===== src/rtl/arm_pkg.sv =====
// Shared types and constants for the single-cycle ARM core's fetch path.
// fetch_unit uses fetch_state_t; DRAIN is reached only when built with FETCH_PREFETCH_EN.
package arm_pkg;

  typedef enum logic [1:0] {
    START = 2'd0,
    FETCH = 2'd1,
    VALID = 2'd2,
    DRAIN = 2'd3
  } fetch_state_t;

  localparam logic [31:0] WORD_BYTES       = 32'd4;
  localparam logic [31:0] RESET_PC_DEFAULT = 32'h0000_0000;

  // Clears the low address bits so a branch target always lands on a word.
  function automatic logic [31:0] word_align(input logic [31:0] addr);
    return addr & ~(WORD_BYTES - 32'd1);
  endfunction

endpackage


===== src/rtl/fetch_prefetch_buf.sv =====
// One-entry prefetch holding register. Flush has priority over load, and load over pop.
// It is instantiated by fetch_unit only when FETCH_PREFETCH_EN is defined.
module fetch_prefetch_buf (
  input  logic        clk,
  input  logic        reset,
  input  logic        load,
  input  logic        pop,
  input  logic        flush,
  input  logic [31:0] din,
  output logic [31:0] dout,
  output logic        valid
);

  always_ff @(posedge clk) begin
    if (reset || flush) begin
      valid <= 1'b0;
    end else if (load) begin
      valid <= 1'b1;
    end else if (pop) begin
      valid <= 1'b0;
    end
  end

  // NOTE: the data register has no reset. Nothing reads it while valid is low.
  always_ff @(posedge clk) begin
    if (load) dout <= din;
  end

endmodule


===== src/rtl/fetch_unit.sv =====
// Instruction fetch stage: holds PC, fetches over a req/ack handshake and presents one instruction.
// Optional feature macro FETCH_PREFETCH_EN adds a one-entry prefetch of PC+4 plus a DRAIN state.
module fetch_unit
  import arm_pkg::*;
#(
  parameter logic [31:0] RESET_PC = RESET_PC_DEFAULT
) (
  input  logic        clk,
  input  logic        reset,
  output logic        IMemReq,
  output logic [31:0] IMemAddr,
  input  logic        IMemAck,
  input  logic [31:0] IMemRData,
  output logic [31:0] Instr,
  output logic        InstrValid,
  output logic [31:0] PC,
  output logic [31:0] PCPlus8,
  input  logic        Advance,
  input  logic        PCSrc,
  input  logic [31:0] Result
);

  fetch_state_t state;

  logic        retire;
  logic        ack_ok;
  logic [31:0] seq_pc;
  logic [31:0] redirect_pc;
  logic [31:0] next_pc;

  // NOTE: continuous assigns / always_comb for derived values, non-blocking <= only inside always_ff.
  assign retire      = Advance && InstrValid && (state == VALID);
  assign ack_ok      = IMemReq && IMemAck;
  assign seq_pc      = PC + WORD_BYTES;
  assign redirect_pc = word_align(Result);
  assign next_pc     = PCSrc ? redirect_pc : seq_pc;
  assign PCPlus8     = PC + (WORD_BYTES << 1);

`ifdef FETCH_PREFETCH_EN
  logic        buf_load;
  logic        buf_pop;
  logic        buf_flush;
  logic        buf_valid;
  logic [31:0] buf_data;

  // A returned prefetch word is buffered unless it is consumed or dropped in the same cycle.
  assign buf_load  = (state == VALID) && ack_ok && !retire;
  assign buf_pop   = retire && !PCSrc && buf_valid;
  assign buf_flush = retire && PCSrc;

  fetch_prefetch_buf u_prefetch_buf (
    .clk   (clk),
    .reset (reset),
    .load  (buf_load),
    .pop   (buf_pop),
    .flush (buf_flush),
    .din   (IMemRData),
    .dout  (buf_data),
    .valid (buf_valid)
  );
`endif

  always_ff @(posedge clk) begin
    if (reset) begin
      state      <= START;
      PC         <= RESET_PC;
      IMemAddr   <= RESET_PC;
      IMemReq    <= 1'b0;
      Instr      <= '0;
      InstrValid <= 1'b0;
    end else begin
      case (state)
        START: begin
          state    <= FETCH;
          IMemReq  <= 1'b1;
          IMemAddr <= PC;
        end

        FETCH: begin
          if (ack_ok) begin
            Instr      <= IMemRData;
            InstrValid <= 1'b1;
            state      <= VALID;
`ifdef FETCH_PREFETCH_EN
            IMemAddr   <= seq_pc;
`else
            IMemReq    <= 1'b0;
`endif
          end
        end

        VALID: begin
`ifdef FETCH_PREFETCH_EN
          if (retire && !PCSrc && (buf_valid || ack_ok)) begin
            // The next word is already here (buffered or arriving now): retire back to back.
            Instr    <= buf_valid ? buf_data : IMemRData;
            PC       <= seq_pc;
            IMemReq  <= 1'b1;
            IMemAddr <= PCPlus8;
          end else if (retire && !PCSrc) begin
            PC         <= seq_pc;
            InstrValid <= 1'b0;
            state      <= FETCH;
            IMemReq    <= 1'b1;
            IMemAddr   <= seq_pc;
          end else if (retire) begin
            PC         <= redirect_pc;
            InstrValid <= 1'b0;
            if (IMemReq && !IMemAck) begin
              state <= DRAIN;
            end else begin
              state    <= FETCH;
              IMemReq  <= 1'b1;
              IMemAddr <= redirect_pc;
            end
          end else if (ack_ok) begin
            IMemReq <= 1'b0;
          end
`else
          if (retire) begin
            PC         <= next_pc;
            IMemAddr   <= next_pc;
            IMemReq    <= 1'b1;
            InstrValid <= 1'b0;
            state      <= FETCH;
          end
`endif
        end

        default: begin
`ifdef FETCH_PREFETCH_EN
          // DRAIN keeps the stale request up until it is acked, then drops the word.
          if (ack_ok) begin
            IMemAddr <= PC;
            state    <= FETCH;
          end
`else
          state   <= START;
          IMemReq <= 1'b0;
`endif
        end
      endcase
    end
  end

endmodule


===== config.mk =====
export PLATFORM = sky130hd
export DESIGN_NAME = fetch_unit
export DESIGN_NICKNAME = d
export VERILOG_FILES = /design/src/rtl/arm_pkg.sv /design/src/rtl/fetch_prefetch_buf.sv /design/src/rtl/fetch_unit.sv
export SDC_FILE = /design/constraint.sdc
export NUM_CORES = 1
export LEC_CHECK = 0
export CAP_MARGIN = 10
export CORE_MARGIN = 2
export CORE_UTILIZATION = 35
export CTS_CLUSTER_SIZE = 25
export DETAILED_ROUTE_END_ITERATION = 8
export DONT_BUFFER_PORTS = 1
export GPL_TIMING_DRIVEN = 1
export SKIP_LAST_GASP = 1
export SYNTH_ARGS = -nofsm -noshare
export SYNTH_HDL_FRONTEND = slang
export SYNTH_SLANG_ARGS = --single-unit

===== constraint.sdc =====
create_clock -name clk -period 5 [get_ports clk]
set_input_delay 0.75 -clock clk [delete_from_list [all_inputs] [get_ports clk]]
set_output_delay 0.75 -clock clk [all_outputs]
set_load 0.03 [all_outputs]

# Word-level counts from Yosys, hierarchy flattened

Index checks and enable logic that the tools add are counted.
W data, S select, Z words.

Flip-flop bits (word level): 100
Output and inout bits: 130
Bits of input ports: 69
Memories kept: 0
Logic and storage cells: 35
ROM bits: 0
Bits in latches: 0
Memory bits (writable): 0

Eq/ne operators: 4
Add/sub/neg operators: 2
Reductions and logical operators: 11
Magnitude comparators: 0
Muxes and demuxes: 12
Bitwise operators: 0
Divide/modulo/power cells: 0
$mul: 0
Shift-type cells: 0

Operators with widths:

| cell                    | number |
|---|---|
| $mux W32                | 2 |
| $pmux W32 S2            | 1 |
| $add A32 B3 Y32 const B | 1 |
| $add A32 B4 Y32 const B | 1 |
| $reduce_and A2 Y1       | 4 |
| $pmux W2 S3             | 1 |
| $mux W1                 | 4 |
| $mux W2                 | 2 |
| $ne A2 B2 Y1 const B    | 2 |
| $reduce_bool A2 Y1      | 2 |
| $logic_and A1 B1 Y1     | 3 |
| $pmux W1 S3             | 1 |
| $reduce_and A3 Y1       | 1 |
| $eq A2 B1 Y1 const B    | 1 |
| $eq A2 B2 Y1 const B    | 1 |
| $logic_not A2 Y1        | 1 |
| $pmux W1 S2             | 1 |

# Logic depth before layout (Yosys ltp)

Gate-level depths: netlist of the first run.

Depth in word-level cells: 4
Depth in mapped cells: 8
Depth with buffers taken out: 6

# Least setup slack after synthesis of the first run

No wires, ideal clock.

Path type: register -> output
Start: register PC[3]
End: output PCPlus8[27]
Data arrival time: 2.512 ns
Stages on the path, launching flop included: 9
Path buffers: 2
Path slack: 1.738 ns
Required time: 4.250 ns
Cells stage by stage: dfxtp_1 ha_1 clkbuf_1 nand3_1 nor4_2 and2_0 buf_2 nand4_1 xnor2_1

Longest elaborated chain between the ends: 1

Ends and longest elaborated chain:

| item                     | RTL line          | source |
|---|---|---|
| start: declaration       | fetch_unit.sv:16  | `output logic [31:0] PC,` |
| start signal: assignment | fetch_unit.sv:121 | `PC <= next_pc;` |
| $add A32 B4 Y32          | fetch_unit.sv:37  | `assign PCPlus8 = PC + (WORD_BYTES << 1);` |
| end: declaration         | fetch_unit.sv:17  | `output logic [31:0] PCPlus8,` |

Every way passes these cells.

# Final worst setup path of the first run

Same ends and word-level chain as after synthesis.

==> reports/results.ini, run 1 <==
[clock_tree]
cts_hold_buf = 0
cts_resized = 0
cts.path.max_buffers = 2
ctsHtreeMaxLevel = 3
tritoncts = yes
cts_setup_buffers = 0
cts_sinks = 100
cts_root_buf = clkbuf_16
cts_made_buffers = 9
clk_latency_ns = 0.36
clk_pin_slew_ns = 0.08

[placement]
io_buffers = 0
gp_congestion = 0.826
post-dp-hpwl_mm = 13.0

[finish]
antennaDiodeCount = 0
drive_above_1_share = 0.0800
fillerInstances = 1738
fin_util = 0.371
fin_nets = 791
synthToLayoutAreaGrowth_pct = 4.90

[sta]
setup_viol = 0
finalSetupTns_ns = 0
final_hold_viol_count = 0
fin_hold_ws_ns = 0.439
slew_violations = 0
rsz0062_at_grt = false
relSlewSlack = 0.366
final.min_clock_period_ns = 4.26
fmax_mhz = 235
worst_pin_slew_ns = 0.950
post-route-period-util = 0.851
finClkSkew_ns = 0.00851

[setup_path]
critical_path_required_ns = 4.25
r2r_end = IMemAddr[22]$_SDFFE_PP0P_
worstSetupPathType = reg -> out
worst-r2r-setup-slack_ns = 2.15
crit_path_end_kind = output pin
path_cells = ha_1, nand3_1, nor4_2, and2_0, nand4_1, xnor2_1
cp_data_arrival_time_ns = 3.51
r2r-start = PC[2]$_SDFFE_PP0P_
slowest_delay_ns = 0.64
r2r_cells = 6
cp_slowest_cell = nor4_2
startpoint_type = flip-flop
worstPathMaxFanout = 6

[run]
maxCapViolCount = 0

[power_and_ir_drop]
peakVddDrop_uv = 208
power_density_nw_per_um2 = 276
p_leak_uw = 0.00203

[outcome]
outcome = complete, no violations

[floorplan]
die_h_um = 133
io_pins = 199
num_rows = 47
die_x_um = 133
die_area_um2 = 17600
initial_core_util = 0.354
core_area_um2 = 16400

[yosys]
syn_inst = 779
synth_area_um2 = 5800
yosysMostFrequentCell = nand2_1
synth_commonest_cells = 143 x nand2_1, 100 x dfxtp_1, 79 x a21oi_1
ys_warn_count = 0
yosysTopAreaCell = dfxtp_1
synth.top_cell.area_share = 0.345
synthFlopType = dfxtp_1
yosys-top-cells-area = dfxtp_1 35%, nand2_1 9.3%, a21oi_1 6.8%, o21ai_0 3.9%, nor2_1 3.6%
syn_avg_cell_area_um2 = 7.45
synth_edf_count = 0
ys_types = 64
synth_seq_cells = 100
synthArstFlopShare = 0
syn_nets = 850
ys_seq_area_frac = 0.345

[detailed_routing]
vias = 5473
dr.first_iter.drc_count = 382
drc = 0
drtPass1Iterations = 7
totalWireLength_mm = 19.1
viasPerCell = 5.79
routedWlPerCell_um = 20.2
postRouteAntennaNets = 0

[worst_hold_path]
hp-start = reset
hold_end = Instr[20]$_SDFFE_PP0P_
hold_path.class = in -> reg
min_path_cells = 1

[grt]
grt_pass1_wl_mm = 29.2
grt_pass1_vias = 4740
grt-ovfl-total = 0
gr-usage-all-layers = 0.211
grt_max_degree = 91
antenna_found_initial = 0

[critical path: cells and delay by family, from the launching register on]
family        cells  cell delay (ns)
fa+ha+maj         1             0.39
flops             1             0.63
xor+xnor          1             0.60
simple gates      4             1.52
[cell families (layout without fill, tap and decap cells)]
logic type	count (synthesis)	after routing	synth area share
compound gates	224	224	0.246
flops	100	100	0.345
fa+ha+maj	2	2	0.00431
mux	5	5	0.00863
simple gates	321	321	0.271
xor+xnor	33	33	0.0498
buf+inv	94	40	0.0759
[where the power goes]
group | leakage (uW) | switching, uW | internal (uW)
registers | 0.000809 | 50.9 | 813
logic | 0.00108 | 61.4 | 34.9
clock network | 0.000143 | 368 | 353
[layout make-up]
class / instances / area, um2 / share of cell area
clock buffer: 9 / 225 / 0.0370
clock inverter: 7 / 68.8 / 0.0113
inverter: 8 / 30.0 / 0.00493
multi-input combinational: 585 / 3360 / 0.553
sequential: 100 / 2000 / 0.329
tap: 220 / 275 / 0.0452
timing repair buffer: 16 / 120 / 0.0197
[layout by cell type, fill, tap and decap left out, types with 3 or more instances in the layout]
cell type / count
nand2_1: 143
dfxtp_1: 100
a21oi_1: 79
nor2_1: 53
o21ai_0: 45
nand3_1: 32
nor3_1: 22
xnor2_1: 19
buf_4: 16
o221ai_1: 15
xor2_1: 14
nand4_1: 13
a31oi_1: 12
nand2b_1: 9
clkbuf_16: 9
o31ai_1: 8
a22oi_1: 8
inv_1: 7
a32o_1: 7
nor4_1: 6
a31o_2: 6
and2_1: 6
and3_1: 5
a22o_1: 5
mux2i_1: 5
a21o_1: 5
a221oi_1: 5
o21ai_1: 4
o22ai_1: 4
a211oi_1: 4
nor4_2: 3
nor2b_1: 3
and4_1: 3
a311oi_1: 3
o211ai_1: 3
o21a_1: 3
[layer usage]
metal  up-vias  share of wire  GRT usage
met5         -              0          0
met4         0          0.020     0.0639
met3        22          0.080     0.0621
met2       240           0.46      0.325
met1      2566           0.44      0.285
li1       2645              -          -
[registers in the layout, indices dropped and copies added (netlist names)]
register and count:
IMemReq 1, state 2, IMemAddr 32, Instr 32, PC 32, InstrValid 1
[worst max path at each step]
stage / from / endpoint / slack (ns) / cells after the start
floorplan: PC[3]$_SDFFE_PP0P_ / PCPlus8[27] / 1.74 / 8
global placement: PC[3]$_SDFFE_PP0P_ / PCPlus8[27] / 1.11 / 6
detailed placement: PC[3]$_SDFFE_PP0P_ / PCPlus8[27] / 1.09 / 6
CTS: PC[3]$_SDFFE_PP0P_ / PCPlus8[27] / 0.69 / 6
global route: PC[3]$_SDFFE_PP0P_ / PCPlus8[27] / 0.56 / 6
finish: PC[3]$_SDFFE_PP0P_ / PCPlus8[27] / 0.74 / 6
[metrics by stage]
stage	setup slack [ns]	cells	total power, uW	area [um2]
global placement	1.11	929	977	5790
floorplan	1.74	779	965	5800
CTS	0.689	945	1700	6090
global route	0.556	945	1730	6090
detailed placement	1.09	929	978	5790
finish	0.745	945	1680	6090
(Power assumes the default switching activity.)
==> inputs of run 2 (changes only) <==
CELL_PAD_IN_SITES_DETAIL_PLACEMENT = 0   (was unset)
CELL_PAD_IN_SITES_GLOBAL_PLACEMENT = 2   (was unset)
PLACE_DENSITY_LB_ADDON = 0.1   (was unset)
==> reports/results.ini, run 2 (synthesized netlist as in run 1, its figures left out) <==
[outcome]
outcome = complete, no violations

[setup_path]
cp_data_arrival_time_ns = 3.63
cp_slowest_cell = nor4_2
crit_path_end_kind = output pin
slowest_delay_ns = 0.74
startpoint_type = flip-flop
worstSetupPathType = reg -> out
worstPathMaxFanout = 10
path_cells = ha_1, nand3_1, nor4_2, and2_0, nand4_1, xnor2_1
critical_path_required_ns = 4.25

[detailed_routing]
vias = 5505
drtPass1Iterations = 5
routedWlPerCell_um = 21.6
totalWireLength_mm = 20.4
drc = 0
dr.first_iter.drc_count = 378
viasPerCell = 5.84
postRouteAntennaNets = 0

[placement]
post-dp-hpwl_mm = 13.9
gp_congestion = 0.782
io_buffers = 0
dp_cells = 926

[grt]
grt_use_met3 = 0.0716
grt_max_degree = 91
grt_pass1_wl_mm = 31.4
busiest_layer = met2
antenna_found_initial = 0
use_met2 = 0.364
gr-usage-all-layers = 0.228
grt_pass1_vias = 5294
gr-usage-met1 = 0.297
grt-ovfl-total = 0

[clock_tree]
clk_pin_slew_ns = 0.07
cts_root_buf = clkbuf_16
cts_made_buffers = 9
ctsHtreeMaxLevel = 3
cts.path.max_buffers = 2
tritoncts = yes
cts_resized = 0
clk_latency_ns = 0.35
cts_setup_buffers = 0
cts_sinks = 100
cts_hold_buf = 0

[sta]
worst_pin_slew_ns = 1.01
finalSetupTns_ns = 0
fmax_mhz = 229
rsz0062_at_grt = false
setup_viol = 0
post-route-period-util = 0.875
final.min_clock_period_ns = 4.38
final_hold_viol_count = 0
slew_violations = 0
finClkSkew_ns = 0.00897
relSlewSlack = 0.326
fin_hold_ws_ns = 0.456

[power_and_ir_drop]
internal-power_uw = 1190
p_comb_frac = 0.060
power.share.sequential = 0.523
p_sw_uw = 458
p_leak_uw = 0.00203
p_sw_frac = 0.277
peakVddDrop_uv = 215
power_density_nw_per_um2 = 271
clock_power_share = 0.416

[finish]
fin_nets = 790
drive_above_1_share = 0.0775
synthToLayoutAreaGrowth_pct = 5.00
final_cells = 943
final_cell_mix = 143 x nand2_1, 100 x dfxtp_1, 79 x a21oi_1
antennaDiodeCount = 0
final_common_cell = nand2_1
fin_util = 0.371
top_regs = IMemAddr (32), Instr (32), PC (32)

[floorplan]
initial_core_util = 0.354
core_area_um2 = 16400
die_h_um = 133
io_pins = 199
die_x_um = 133
num_rows = 47
die_area_um2 = 17600

[worst_hold_path]
hold_path.class = in -> reg

[run]
maxCapViolCount = 0

[run 2: final cells by class]
type | count | area (um2)
clock inverters | 6 | 55.1
clock buffers | 9 | 225
well taps | 220 | 275
repair buffers | 15 | 140
multi-input cells | 585 | 3360
fillers | 1729 | 10300
inverters | 8 | 30.0
flip-flops and latches | 100 | 2000
[run 2: stage by stage]
step	total power, uW	instance area, um2	setup WS [ns]
detailed placement	981	5770	1.05
CTS	1670	6050	0.641
finish	1650	6090	0.624
global route	1730	6090	0.405
global placement	979	5770	1.05
floorplan	965	5800	1.74
[run 2: final timing paths]
check	startpoint	to	slack (ns)	cells past startpoint
worst max-delay path	PC[4]$_SDFFE_PP0P_	PCPlus8[27]	0.62	6
worst min-delay path	reset	Instr[10]$_SDFFE_PP0P_	0.46	1
worst max register to register	PC[4]$_SDFFE_PP0P_	IMemAddr[19]$_SDFFE_PP0P_	1.95	6
worst min register to register	IMemAddr[4]$_SDFFE_PP0P_	IMemAddr[4]$_SDFFE_PP0P_	0.60	2
[run 2: power groups by stage]
stage / combinational, uW / clock [uW] / sequential, uW
6_report: 99.7 / 688 / 865
5_1_grt: 111 / 748 / 868
4_1_cts: 96.8 / 712 / 865
3_5_place_dp: 96.7 / 0 / 884
3_3_place_gp: 94.7 / 0 / 884
2_1_floorplan: 92.5 / 0 / 872
[run 2: routing by layer]
layer	up-vias	wire length, um
met2	217	9400
met5	-	0
li1	2643	-
met1	2622	8850
met3	23	1750
met4	0	356
[run 2: worst max-delay path: cells and delay by family (launching register included)]
| kind | cells | cell delay (ns) |
|---|---|---|
| flops | 1 | 0.70 |
| simple gates | 4 | 1.58 |
| fa+ha+maj | 1 | 0.40 |
| xor+xnor | 1 | 0.59 |
